===== src/rtl/text_term_pkg.sv =====
// Shared state encoding, ASCII codes and default screen geometry for the text terminal controller.
package text_term_pkg;

  typedef enum logic [1:0] {ST_INIT, ST_IDLE, ST_WRITE, ST_CLEAR} state_t;

  localparam logic [7:0] ASC_BS    = 8'h08;
  localparam logic [7:0] ASC_LF    = 8'h0A;
  localparam logic [7:0] ASC_CR    = 8'h0D;
  localparam logic [7:0] ASC_SPACE = 8'h20;
  localparam logic [7:0] ASC_TILDE = 8'h7E;

  localparam int         COLS_DEF         = 70;
  localparam int         ROWS_DEF         = 30;
  localparam logic [7:0] BLANK_DEF        = 8'h20;
  localparam int         BLINK_CYCLES_DEF = 25000000;

  function automatic logic is_printable(input logic [7:0] c);
    return (c >= ASC_SPACE) && (c <= ASC_TILDE);
  endfunction

endpackage


===== src/rtl/text_term_if.sv =====
// Character input handshake (valid/ready) plus the single-byte character-memory write port.
interface text_term_if;
  logic        ch_valid;
  logic [7:0]  ch_data;
  logic        ch_ready;
  logic        mem_we;
  logic [11:0] mem_addr;
  logic [7:0]  mem_wdata;

  modport master (output ch_valid, ch_data, input ch_ready, mem_we, mem_addr, mem_wdata);
  modport slave  (input ch_valid, ch_data, output ch_ready, mem_we, mem_addr, mem_wdata);
endinterface


===== src/rtl/text_term_addr.sv =====
// Maps a logical (row, col) plus the scroll offset to a character-memory address; purely combinational.
// Shared with the display-side lookup so both agree on the physical row rotation.
module text_term_addr
  import text_term_pkg::*;
#(
  parameter int COLS = COLS_DEF,
  parameter int ROWS = ROWS_DEF
) (
  input  logic [4:0]  i_top_row,
  input  logic [4:0]  i_row,
  input  logic [6:0]  i_col,
  output logic [11:0] o_addr
);

  logic [5:0] w_sum;
  logic [4:0] w_phys_row;

  // Both operands are below ROWS, so a single conditional subtract is the full modulo.
  assign w_sum      = {1'b0, i_top_row} + {1'b0, i_row};
  assign w_phys_row = (w_sum >= 6'(ROWS)) ? 5'(w_sum - 6'(ROWS)) : w_sum[4:0];
  assign o_addr     = ({7'd0, w_phys_row} * 12'(COLS)) + {5'd0, i_col};

endmodule


===== src/rtl/text_term_ctrl.sv =====
// Text terminal controller: ASCII in, one character-memory write per cycle out; 1-cycle write latency,
// ch_ready high only in IDLE (max 1 char / 2 cycles). Define TEXT_TERM_BLINK_EN for a blinking cursor.
module text_term_ctrl
  import text_term_pkg::*;
#(
  parameter int         COLS  = COLS_DEF,
  parameter int         ROWS  = ROWS_DEF,
  parameter logic [7:0] BLANK = BLANK_DEF
`ifdef TEXT_TERM_BLINK_EN
  , parameter int       BLINK_CYCLES = BLINK_CYCLES_DEF
`endif
) (
  input  logic             i_clk,
  input  logic             i_resetn,
  text_term_if.slave       io_term,
  output logic [4:0]       o_top_row,
  output logic [4:0]       o_cursor_row,
  output logic [6:0]       o_cursor_col,
  output logic             o_busy,
  output logic             o_cursor_vis
);

  localparam logic [11:0] CELLS    = 12'(ROWS * COLS);
  localparam logic [6:0]  COLS_W   = 7'(COLS);
  localparam logic [6:0]  LAST_COL = 7'(COLS - 1);
  localparam logic [4:0]  LAST_ROW = 5'(ROWS - 1);

  state_t      r_state, w_nxt_state;
  logic [4:0]  r_row, w_nxt_row;
  logic [4:0]  r_top, w_nxt_top;
  logic [6:0]  r_col, w_nxt_col;
  logic [6:0]  r_clr_idx, w_nxt_clr;
  logic [11:0] r_init_cnt, w_nxt_init;
  logic        r_scroll, w_nxt_scroll;
  logic        r_mem_we, w_nxt_we;
  logic [11:0] r_mem_addr, w_nxt_addr;
  logic [7:0]  r_mem_wdata, w_nxt_wdata;

  logic [6:0]  w_addr_col;
  logic [11:0] w_cell_addr;
  logic [4:0]  w_nl_row, w_nl_top;
  logic        w_nl_scroll;

  // After a scroll the cursor sits on the last logical row with top_row already advanced,
  // so the same address path lands on the recycled (old top) physical row during CLEAR.
  assign w_addr_col = (r_state != ST_IDLE)        ? r_clr_idx :
                      (io_term.ch_data == ASC_BS) ? r_col - 7'd1 : r_col;

  text_term_addr #(.COLS(COLS), .ROWS(ROWS)) u_addr (
    .i_top_row (r_top),
    .i_row     (r_row),
    .i_col     (w_addr_col),
    .o_addr    (w_cell_addr)
  );

  assign w_nl_scroll = (r_row == LAST_ROW);
  assign w_nl_row    = w_nl_scroll ? r_row : r_row + 5'd1;
  assign w_nl_top    = !w_nl_scroll ? r_top : (r_top == LAST_ROW) ? 5'd0 : r_top + 5'd1;

  always_comb begin
    w_nxt_state  = r_state;
    w_nxt_row    = r_row;
    w_nxt_top    = r_top;
    w_nxt_col    = r_col;
    w_nxt_clr    = r_clr_idx;
    w_nxt_init   = r_init_cnt;
    w_nxt_scroll = r_scroll;
    w_nxt_we     = 1'b0;
    w_nxt_addr   = r_mem_addr;
    w_nxt_wdata  = r_mem_wdata;
    case (r_state)
      ST_INIT: begin
        if (r_init_cnt == CELLS) begin
          w_nxt_state = ST_IDLE;
        end else begin
          w_nxt_we    = 1'b1;
          w_nxt_addr  = r_init_cnt;
          w_nxt_wdata = BLANK;
          w_nxt_init  = r_init_cnt + 12'd1;
        end
      end
      ST_IDLE: begin
        if (io_term.ch_valid) begin
          w_nxt_clr = 7'd0;
          if (is_printable(io_term.ch_data)) begin
            w_nxt_state = ST_WRITE;
            w_nxt_we    = 1'b1;
            w_nxt_addr  = w_cell_addr;
            w_nxt_wdata = io_term.ch_data;
            if (r_col == LAST_COL) begin
              w_nxt_col    = 7'd0;
              w_nxt_row    = w_nl_row;
              w_nxt_top    = w_nl_top;
              w_nxt_scroll = w_nl_scroll;
            end else begin
              w_nxt_col = r_col + 7'd1;
            end
          end else if ((io_term.ch_data == ASC_LF) || (io_term.ch_data == ASC_CR)) begin
            w_nxt_state  = ST_WRITE;
            w_nxt_col    = 7'd0;
            w_nxt_row    = w_nl_row;
            w_nxt_top    = w_nl_top;
            w_nxt_scroll = w_nl_scroll;
          end else if ((io_term.ch_data == ASC_BS) && (r_col != 7'd0)) begin
            w_nxt_state = ST_WRITE;
            w_nxt_col   = r_col - 7'd1;
            w_nxt_we    = 1'b1;
            w_nxt_addr  = w_cell_addr;
            w_nxt_wdata = BLANK;
          end
        end
      end
      ST_WRITE: begin
        if (r_scroll) begin
          w_nxt_state  = ST_CLEAR;
          w_nxt_we     = 1'b1;
          w_nxt_addr   = w_cell_addr;
          w_nxt_wdata  = BLANK;
          w_nxt_clr    = r_clr_idx + 7'd1;
          w_nxt_scroll = 1'b0;
        end else begin
          w_nxt_state = ST_IDLE;
        end
      end
      ST_CLEAR: begin
        if (r_clr_idx == COLS_W) begin
          w_nxt_state = ST_IDLE;
        end else begin
          w_nxt_we    = 1'b1;
          w_nxt_addr  = w_cell_addr;
          w_nxt_wdata = BLANK;
          w_nxt_clr   = r_clr_idx + 7'd1;
        end
      end
      default: w_nxt_state = ST_INIT;
    endcase
  end

  always_ff @(posedge i_clk or negedge i_resetn) begin
    if (!i_resetn) begin
      r_state     <= ST_INIT;
      r_row       <= 5'd0;
      r_top       <= 5'd0;
      r_col       <= 7'd0;
      r_clr_idx   <= 7'd0;
      r_init_cnt  <= 12'd0;
      r_scroll    <= 1'b0;
      r_mem_we    <= 1'b0;
      r_mem_addr  <= 12'd0;
      r_mem_wdata <= BLANK;
    end else begin
      r_state     <= w_nxt_state;
      r_row       <= w_nxt_row;
      r_top       <= w_nxt_top;
      r_col       <= w_nxt_col;
      r_clr_idx   <= w_nxt_clr;
      r_init_cnt  <= w_nxt_init;
      r_scroll    <= w_nxt_scroll;
      r_mem_we    <= w_nxt_we;
      r_mem_addr  <= w_nxt_addr;
      r_mem_wdata <= w_nxt_wdata;
    end
  end

  assign io_term.ch_ready  = (r_state == ST_IDLE);
  assign io_term.mem_we    = r_mem_we;
  assign io_term.mem_addr  = r_mem_addr;
  assign io_term.mem_wdata = r_mem_wdata;
  assign o_top_row         = r_top;
  assign o_cursor_row      = r_row;
  assign o_cursor_col      = r_col;
  assign o_busy            = (r_state == ST_INIT) || (r_state == ST_CLEAR);

`ifdef TEXT_TERM_BLINK_EN
  logic [31:0] r_blink_cnt;
  logic        r_vis;
  logic        w_accept;

  assign w_accept = (r_state == ST_IDLE) && io_term.ch_valid;

  // Any accepted keystroke restarts the blink phase so the cursor stays solid while typing.
  always_ff @(posedge i_clk or negedge i_resetn) begin
    if (!i_resetn) begin
      r_blink_cnt <= 32'd0;
      r_vis       <= 1'b1;
    end else if (w_accept) begin
      r_blink_cnt <= 32'd0;
      r_vis       <= 1'b1;
    end else if (r_blink_cnt == 32'(BLINK_CYCLES - 1)) begin
      r_blink_cnt <= 32'd0;
      r_vis       <= ~r_vis;
    end else begin
      r_blink_cnt <= r_blink_cnt + 32'd1;
    end
  end

  assign o_cursor_vis = r_vis;
`else
  assign o_cursor_vis = 1'b1;
`endif

endmodule


===== src/flat_wrapper.sv =====
// flat-port wrapper written by rule: the top's interface ports become plain ports
module text_term_ctrl_flat import text_term_pkg::*;
#(
  parameter int         COLS  = COLS_DEF,
  parameter int         ROWS  = ROWS_DEF,
  parameter logic [7:0] BLANK = BLANK_DEF

)
  (i_clk, i_resetn, o_top_row, o_cursor_row, o_cursor_col, o_busy, o_cursor_vis, io_term_ch_valid, io_term_ch_data, io_term_ch_ready, io_term_mem_we, io_term_mem_addr, io_term_mem_wdata);
  text_term_if io_term_i ();
  input  logic i_clk;
  input  logic i_resetn;
  output logic [4:0] o_top_row;
  output logic [4:0] o_cursor_row;
  output logic [6:0] o_cursor_col;
  output logic o_busy;
  output logic o_cursor_vis;
  input wire logic [$bits(io_term_i.ch_valid)-1:0] io_term_ch_valid;
  input wire logic [$bits(io_term_i.ch_data)-1:0] io_term_ch_data;
  output wire logic [$bits(io_term_i.ch_ready)-1:0] io_term_ch_ready;
  output wire logic [$bits(io_term_i.mem_we)-1:0] io_term_mem_we;
  output wire logic [$bits(io_term_i.mem_addr)-1:0] io_term_mem_addr;
  output wire logic [$bits(io_term_i.mem_wdata)-1:0] io_term_mem_wdata;
  assign io_term_i.ch_valid = io_term_ch_valid;
  assign io_term_i.ch_data = io_term_ch_data;
  assign io_term_ch_ready = io_term_i.ch_ready;
  assign io_term_mem_we = io_term_i.mem_we;
  assign io_term_mem_addr = io_term_i.mem_addr;
  assign io_term_mem_wdata = io_term_i.mem_wdata;
  text_term_ctrl #(.COLS(COLS), .ROWS(ROWS), .BLANK(BLANK)) u_core (.i_clk(i_clk), .i_resetn(i_resetn), .io_term(io_term_i), .o_top_row(o_top_row), .o_cursor_row(o_cursor_row), .o_cursor_col(o_cursor_col), .o_busy(o_busy), .o_cursor_vis(o_cursor_vis));
endmodule

===== config.mk =====
export PLATFORM = sky130hd
export DESIGN_NAME = text_term_ctrl_flat
export DESIGN_NICKNAME = d
export VERILOG_FILES = /design/src/rtl/text_term_pkg.sv /design/src/rtl/text_term_if.sv /design/src/rtl/text_term_addr.sv /design/src/rtl/text_term_ctrl.sv /design/src/flat_wrapper.sv
export SDC_FILE = /design/constraint.sdc
export NUM_CORES = 1
export LEC_CHECK = 0
export BUFFER_PORTS_ARGS = -buffer_cell sky130_fd_sc_hd__buf_2
export CAP_MARGIN = 20
export CORE_UTILIZATION = 47
export DETAILED_ROUTE_END_ITERATION = 10
export GPL_TIMING_DRIVEN = 0
export HOLD_SLACK_MARGIN = 0.06
export PLACE_DENSITY = 0.65
export SYNTH_ARGS = -nofsm -noshare
export SYNTH_HDL_FRONTEND = slang
export SYNTH_SLANG_ARGS = --single-unit

===== constraint.sdc =====
create_clock -name i_clk -period 6.55 [get_ports i_clk]
set_clock_uncertainty 0.15 [all_clocks]
set_input_delay 0.655 -clock i_clk [delete_from_list [all_inputs] [get_ports i_clk]]
set_output_delay 0.655 -clock i_clk [all_outputs]
set_load 0.05 [all_outputs]

# Word-level counts from Yosys, hierarchy flattened
# Cells that the tools add are included.
# totals
ram_bits	0
rom_bits	0
register_bits	60
latchBits	0
mem_count	0
# op_classes
magnitude_cmp	3
n_shift	0
bitwise_logic	1
n_eq_ne	24
n_addsub	9
n_mux	57
div	0
n_mul	1
reduce_logical	17
# op_table
cell	n
12-bit 2-to-1 mux	7
7-bit 2-to-1 mux	9
8-bit 2-to-1 mux	7
5-bit 2-to-1 mux	10
12-bit one-hot mux with 4 select lines	1
8-bit one-hot mux with 4 select lines	1
8-bit by 4-bit equality test with 1-bit output (second input constant)	3
7-bit one-hot mux with 3 select lines	1
4-bit AND reduction	4
7-bit by 1-bit adder with 7-bit output (second input constant)	2
7-bit equality test (second input constant)	2
2-bit 2-to-1 mux	7
12-bit by 1-bit adder with 12-bit output (second input constant)	1
12-bit by 7-bit adder with 12-bit output	1
12-bit equality test (second input constant)	1
5-bit by 6-bit multiplier with 11-bit output (second input constant)	1
1-bit 2-to-1 mux	11
5-bit by 1-bit adder with 5-bit output (second input constant)	2
5-bit equality test (second input constant)	2
8-bit by 6-bit >= comparator with 1-bit output (second input constant)	1
8-bit by 7-bit less-or-equal comparator with 1-bit output (second input constant)	1
2-bit by 1-bit != test with 1-bit output (second input constant)	4
2-bit != test (second input constant)	4
2-bit one-hot mux with 4 select lines	1
22 further kinds	28

# Logic depth before layout (Yosys ltp)
# Gate-level depths: netlist of run 1.
# depth
ltp_word	10
depth_mapped	21

# Hierarchy
# From an unflattened synthesis of run 1, not the netlist that was laid out.
# hier_totals
cells_unflattened	496
hier_area_um2	4662.0
# by_module_without_submodules
module	n_inst	area_per_inst_um2	cells_each	seq_area_each_um2
text_term_ctrl	1	3589.7	364	1502.7
text_term_addr	1	1072.3	132	0.0

# Least setup slack after synthesis of run 1
# No wires, ideal clock.
# synth_timing
path_kind	register to register
start	register u_core.r_top[0] (netlist: u_core.o_top_row[0])
end	register u_core.r_mem_addr[8] (netlist: u_core.io_term.mem_addr[8])
path_slack_ns	1.390
t_arrival_ns	4.883
path_buffers	0
path_stages_with_launch	18
cell_sequence	dfrtp_1 ha_1 fa_1 a211o_2 a21o_1 and3_1 a221o_2 nand2_2 ha_1 ha_1 ha_1 a31oi_1 xor2_1 ha_1 o221a_2 a2bb2oi_1 mux2i_1 a311o_1
# synth_via
elab_chain_cells	10
elab_cells_between_ends	13
# synth_lines
item	line_no	rtl
from (decl)	text_term_ctrl.sv:30	logic [4:0] r_top, w_nxt_top;
from (signal assigned)	text_term_ctrl.sv:154	r_top <= w_nxt_top;
5-bit by 5-bit adder with 6-bit output *	text_term_addr.sv:19	assign w_sum = {1'b0, i_top_row} + {1'b0, i_row};
5-bit subtractor or 6-bit by 5-bit >= comparator with 1-bit output (tied branches)	text_term_addr.sv:20	assign w_phys_row = (w_sum >= 6'(ROWS)) ? 5'(w_sum - 6'(ROWS)) : w_sum[4:0];
5-bit 2-to-1 mux *	text_term_addr.sv:20	
5-bit by 6-bit multiplier with 11-bit output *	text_term_addr.sv:21	assign o_addr = ({7'd0, w_phys_row} * 12'(COLS)) + {5'd0, i_col};
12-bit by 7-bit adder with 12-bit output *	text_term_addr.sv:21	
12-bit 2-to-1 mux	text_term_ctrl.sv:104	end else if ((io_term.ch_data == ASC_BS) && (r_col != 7'd0)) begin
12-bit 2-to-1 mux	text_term_ctrl.sv:98	end else if ((io_term.ch_data == ASC_LF) || (io_term.ch_data == ASC_CR)) begin
12-bit 2-to-1 mux	text_term_ctrl.sv:85	if (is_printable(io_term.ch_data)) begin
12-bit 2-to-1 mux	text_term_ctrl.sv:83	if (io_term.ch_valid) begin
12-bit one-hot mux with 4 select lines *	text_term_ctrl.sv:71	case (r_state)
to (signal assigned)	text_term_ctrl.sv:160	r_mem_addr <= w_nxt_addr;
to (decl)	text_term_ctrl.sv:36	logic [11:0] r_mem_addr, w_nxt_addr;
# Every way passes the cells marked *; elsewhere a longest branch is shown, timed or not. The select of a mux whose other input is x is not followed.
# A chain may end at the register's enable or synchronous reset.

# Worst setup path in the final report of run 1
# Same ends and word-level chain as after synthesis.

==> results.toml, run 1 <==
[synth]
ys_warn_count = 0
synth.most_common_cell = "dfrtp_1"
ys_top_cells_by_count = "dfrtp_1, nor2_1, ha_1"
synthFlopType = "dfrtp_1"
synth_seq_cells = 60
synthArstFlopShare = 1.00
ys_seq_area_frac = 0.332
synth_top_area_share = 0.326
yosysTopAreaCell = "dfrtp_1"
synth-edff-count = 0
synth.distinct_cells = 73
syn-num-nets = 561
synthTopCellsByArea = "dfrtp_1, ha_1, xnor2_1, nor2_1, a21oi_1"
syn_inst = 505
synth_area_per_cell_um2 = 8.96
synth_area_mm2 = 0.00453

[clock_tree]
clock_sinks = 60
numCtsBuffers = 9
cts_resized = 0
clk_transition_reported_paths_ns = 0.07
insertion_delay_ns = 0.35
ctsHoldBuffers = 0
postCtsSetupRepairBufs = 0
cts_tree = "done"
h-tree-depth = 3
cts_buffer_depth = 2
cts-root-buf = "clkbuf_8"

[timing]
timing.fmax_mhz = 187
slew_headroom = 0.491
worst_pin_slew_ns = 0.756
hold_violations = 0
fin_crit_sh = 0.815
setup_viol = 0
finalSetupTns_ns = 0
rsz0062_at_grt = "no"
fin_crit_ns = 5.34
drv_slew = 0

[power_and_ir_drop]
ir_drop_uv = 276
p_leak_nw = 2.44
power-per-cell-area_mw_per_mm2 = 566

[worst_setup_path]
reg2regPathDepth = 18
reg2reg_to = "u_core.io_term.mem_addr[8]"
cpLargestDelayFamily = "compound AO/OA/AOI/OAI gates"
path_buf_inv = 0
reg2reg_slack_ns = 1.21
cp_data_required_time_ns = 6.63
cpPeakStageDelay_ns = 0.46
path_common_cell = "ha_1"
criticalPathCategory = "register to register"
r2r-start = "u_core.o_top_row[0]"
critPathLaunchType = "register"
path_max_fanout = 7
end_kind = "register"
worst_ep_arrival_time_ns = 5.42
cpMaxStageDelayCell = "dfrtp_1"
crit_chain = "ha_1 -> fa_1 -> a211o_2 -> a21o_1 -> and3_1 -> a221o_2 -> nand2_2 -> ha_1 -> ha_1 -> ha_1 -> a31oi_1 -> xor2_1 -> ha_1 -> a211o_1 -> o21a_1 -> a2bb2oi_1 -> mux2i_1 -> a311o_1"

[detailed_routing]
drt_pre_antenna_iters = 5
drt_iter0_markers = 177
via_per_inst = 5.56
vias = 3904
drc = 0
drt_wl_total_um = 10400
wl_per_cell_um = 14.8
postRouteAntennaNets = 0

[worst_hold_path]
hp-class = "input port to asynchronous set/reset pin"

[grt]
grt_pass1_vias = 3751
grt_pass1_wl_um = 17600
grtUsageTotal = 0.223
antenna_found_initial = 0
grt_remaining_overflow = 0
grt_max_degree = 32

[layout]
nNetsFinal = 624
post-route-util = 0.558
drive_above_1_share = 0.168
area.growth.synth_to_final_pct = 14.4
diodes = 0

[floorplanning]
initial_core_util = 0.487
dieArea_mm2 = 0.0100
chipWidth_um = 100
placementRows = 35
num_io_pins = 52
die_y_um = 100
core-area_mm2 = 0.00928

[place]
port_buffers = 50
dpl.hpwl_um = 7870
gp_congestion = 0.843

[outcome]
status = "finished clean"

[run]
max_cap_viol_count = 0
## power breakdown
part           internal (W)  switching (W)
registers          0.000490       0.000106
clock network      0.000207       0.000154
logic              0.000713        0.00126
## metrics by stage
stage          power (W)  hold slack [ns]  area [um^2]  setup slack (ns)  cells
2_1_floorplan    0.00212            0.209         4530              1.39    505
3_3_place_gp     0.00253            0.324         4940              1.29    684
4_1_cts          0.00294            0.229         5170              1.23    701
5_1_grt          0.00320            0.258         5180             0.882    702
3_5_place_dp     0.00257            0.339         4960              1.25    685
6_report         0.00293            0.206         5180              1.21    702
## cells by family after synthesis
family                   count (synthesis)  share of synthesized area
AND/OR/NAND/NOR                        182                      0.207
AO/OA/AOI/OAI                          115                      0.170
flip-flops                              60                      0.332
buffers and inverters                   49                     0.0451
adder cells (fa/ha/maj)                 45                      0.129
XOR/XNOR                                39                     0.0802
multiplexers                            14                     0.0354
other                                    1                   0.000829
## placed cells by master, fill, tap and decap left out, types with 3 or more instances in the layout
cell type	instances
nand2_1	35
mux2i_1	7
dfrtp_1	59
buf_2	51
nand4_1	17
nor4_1	3
xnor2_1	25
a31oi_1	5
clkbuf_8	12
a21oi_1	36
or3_1	4
mux2_2	6
and3_1	7
inv_1	33
a211o_1	3
o21a_1	3
nor2_1	55
fa_1	3
nand3b_1	3
a21o_1	7
ha_1	42
o21ai_0	26
nor2b_1	10
buf_4	3
xor2_1	12
clkbuf_1	10
a221oi_1	5
nor3_1	8
nand2b_1	5
nand3_1	19
## final cells by class
type / count / area, um^2
tap: 129 / 161
sequential: 60 / 1500
timing repair buffer: 52 / 275
clock inverter: 3 / 45.0
inverter: 33 / 124
multi-input combinational: 396 / 2820
fill: 867 / 4110
buffer: 16 / 80.1
clock buffer: 13 / 169
## routing by layer
| layer | share of wire | global-route usage | vias up |
|---|---|---|---|
| li1 | - | - | 1931 |
| met1 | 0.48 | 0.297 | 1876 |
| met2 | 0.48 | 0.366 | 84 |
| met3 | 0.033 | 0.0404 | 13 |
| met4 | 0.013 | 0.0736 | 0 |
| met5 | 0 | 0 | - |
## sequential cells by signal, indices dropped and copies added, names as in the netlist
signal and flops:
u_core.io_term.mem_addr 12, u_core.io_term.mem_wdata 8, u_core.io_term.mem_we 1, u_core.o_cursor_col 7
u_core.o_cursor_row 5, u_core.o_top_row 5, u_core.r_clr_idx 7, u_core.r_init_cnt 12
u_core.r_scroll 1, u_core.r_state 2
## worst max path at each step
stage | startpoint | end | slack (ns) | cells after the start
after floorplan | u_core.o_top_row[0] | u_core.io_term.mem_addr[8] | 1.39 | 17
final | u_core.o_top_row[0] | u_core.io_term.mem_addr[8] | 1.21 | 18
after global routing | u_core.o_top_row[0] | u_core.io_term.mem_addr[11] | 0.88 | 18
after global placement | u_core.o_top_row[0] | u_core.io_term.mem_addr[7] | 1.29 | 18
after CTS | u_core.o_top_row[0] | u_core.io_term.mem_addr[11] | 1.23 | 18
after detailed placement | u_core.o_top_row[0] | u_core.io_term.mem_addr[11] | 1.25 | 18
(Power assumes the default switching activity.)
==> run 2, diff against run 1 <==
--- a/config.mk
+++ b/config.mk
@@ -11,7 +11,7 @@
 export DETAILED_ROUTE_END_ITERATION = 10
 export GPL_TIMING_DRIVEN = 0
 export HOLD_SLACK_MARGIN = 0.06
-export PLACE_DENSITY = 0.65
+export PLACE_DENSITY = 0.68
 export SYNTH_ARGS = -nofsm -noshare
 export SYNTH_HDL_FRONTEND = slang
 export SYNTH_SLANG_ARGS = --single-unit
==> constraint.sdc (replaced) <==
create_clock -name i_clk -period 4.5 [get_ports i_clk]
set_clock_uncertainty 0.15 [all_clocks]
set_input_delay 0.45 -clock i_clk [delete_from_list [all_inputs] [get_ports i_clk]]
set_output_delay 0.45 -clock i_clk [all_outputs]
set_load 0.05 [all_outputs]
==> run 2 against run 1 <==
  * The run now ends with setup timing left
  * Wire length up 3.0%
  * Global-route usage up 0.54 points
  * Worst setup slack worse by 1.5 ns
  * Critical path depth down 1
  * First-iteration DRC count up 12%
  * Final cell count up 2.4%
  * Total power up 57%
  * Via count up 1.1%
  * Critical endpoint unchanged
==> results.toml, run 2 (same netlist as run 1, synthesis figures left out) <==
[worst_setup_path]
path_max_fanout = 5
end_kind = "register"
worst_ep_arrival_time_ns = 4.81
criticalPathCategory = "register to register"
critPathLaunchType = "register"
cp_data_required_time_ns = 4.56

[layout]
diodes = 0
post-route-util = 0.600
final_cell_mix = "nor2_1, dfrtp_1, buf_2"
area.growth.synth_to_final_pct = 23.0
nNetsFinal = 641
fillers = 852
drive_above_1_share = 0.256

[timing]
timing.fmax_mhz = 211
fin_hold_ws_ns = 0.231
setup_slack_ns = -0.249
hold_violations = 0
fin_crit_ns = 4.75
drv_slew = 0
finalSetupTns_ns = -1.04
slew_headroom = 0.500
setup_viol = 5
worst_pin_slew_ns = 0.743
fin_crit_sh = 1.06
rsz0062_at_grt = "yes"

[detailed_routing]
drt_pre_antenna_iters = 5
vias = 3947
via_per_inst = 5.49
drc = 0
drt_wl_total_um = 10700
postRouteAntennaNets = 0
drt_iter0_markers = 199
wl_per_cell_um = 14.9

[worst_hold_path]
hp-class = "input port to register"

[clock_tree]
h-tree-depth = 3
clk_transition_reported_paths_ns = 0.07
cts_tree = "done"
insertion_delay_ns = 0.33
cts_buffer_depth = 2
clock_sinks = 60
numCtsBuffers = 9
cts-root-buf = "clkbuf_8"

[floorplanning]
initial_core_util = 0.487
num_io_pins = 52
chipWidth_um = 100
placementRows = 35
dieArea_mm2 = 0.0100
die_y_um = 100
core-area_mm2 = 0.00928

[grt]
grtUsageTotal = 0.228
grt_max_degree = 24
grt_pass1_wl_um = 18300
grt_pass1_vias = 3900
grt_remaining_overflow = 0
antenna_found_initial = 0

[power_and_ir_drop]
p_leak_nw = 2.56
p_sw_w = 0.00237
combPwrFrac = 0.707
total_power_w = 0.00460
p_clk_frac = 0.105
p_int_w = 0.00223
power-per-cell-area_mw_per_mm2 = 826
ir_drop_uv = 324
swShare = 0.515
p_seq_frac = 0.188

[run]
max_cap_viol_count = 0

[place]
port_buffers = 50
gp_congestion = 0.841
place_ws_ns = -0.450
dpl.hpwl_um = 8080

[outcome]
status = "complete, but fails checks"
failed_checks = "setup timing"
## run 2: cell count changes in the layout (fill, tap and decap cells not counted), sizes merged
cell and delta:
buf +16, clkbuf -3, clkinv +2, dlygate4sd3 +1, inv +1
## run 2: timing repair
item / CTS / global route
endpoints found under the setup margin: 6 / 6
setup buffers: 13 / 2
pin swaps: 11 / 5
cloned: 0 / 0
hold buffers: 1 / 0
resized for setup: 22 / 5
hold endpoints to repair: 17 / 0
## run 2: cell type report
cell class | instances | area [um^2] | share of cell area
Tap cell | 129 | 161 | 0.0290
Timing Repair Buffer | 69 | 433 | 0.0778
Inverter | 33 | 124 | 0.0222
Clock inverter | 6 | 63.8 | 0.0115
Clock buffer | 10 | 128 | 0.0229
Multi-Input combinational cell | 396 | 3070 | 0.551
Sequential cell | 60 | 1510 | 0.271
Buffer | 16 | 80.1 | 0.0144
## run 2: per-stage QoR
stage	instance area, um^2	std cells
after detailed placement	5140	686
after global placement	5090	684
final	5570	719
after global routing	5570	719
after CTS	5540	716
after floorplan	4680	505
## run 2: per-layer routing
metal	vias up	track usage	routed length (um)
li1	1969	-	-
met1	1904	0.304	4960
met2	64	0.379	5360
met3	10	0.0390	285
met4	0	0.0713	112
met5	-	0	0
## run 2: path summary, 6_finish.rpt
path	startpoint	endpoint	slack, ns	cells past startpoint
setup reg to reg	u_core.o_cursor_row[0]	u_core.io_term.mem_addr[8]	-0.25	17
min in group asynchronous	i_resetn	u_core.o_cursor_col[3]	0.43	2
setup / recovery	u_core.o_cursor_row[0]	u_core.io_term.mem_addr[8]	-0.25	17
hold reg to reg	u_core.r_init_cnt[11]	u_core.r_init_cnt[11]	0.34	1
hold / removal	io_term_ch_data[0]	u_core.io_term.mem_wdata[0]	0.23	3
max in group asynchronous	i_resetn	u_core.r_init_cnt[3]	3.10	4
## run 2: power groups by stage
stage	combinational [W]	clock (W)	sequential, W
6_report	0.00325	0.000483	0.000866
5_1_grt	0.00359	0.000515	0.000895
4_1_cts	0.00322	0.000494	0.000867
3_5_place_dp	0.00305	0	0.000884
3_3_place_gp	0.00299	0	0.000872
2_1_floorplan	0.00200	0	0.00128
## run 2: critical path, cell delays in order, from the launching register on
cell,delay [ns]
dfrtp_2,0.43
ha_4,0.17
fa_2,0.39
a211o_2,0.32
a21o_1,0.19
and3_4,0.19
a221o_2,0.36
nand2_4,0.11
ha_4,0.21
ha_4,0.15
inv_2,0.05
fa_2,0.48
xor2_1,0.19
ha_1,0.35
o221a_2,0.30
a2bb2oi_2,0.14
mux2i_1,0.12
a311o_1,0.32
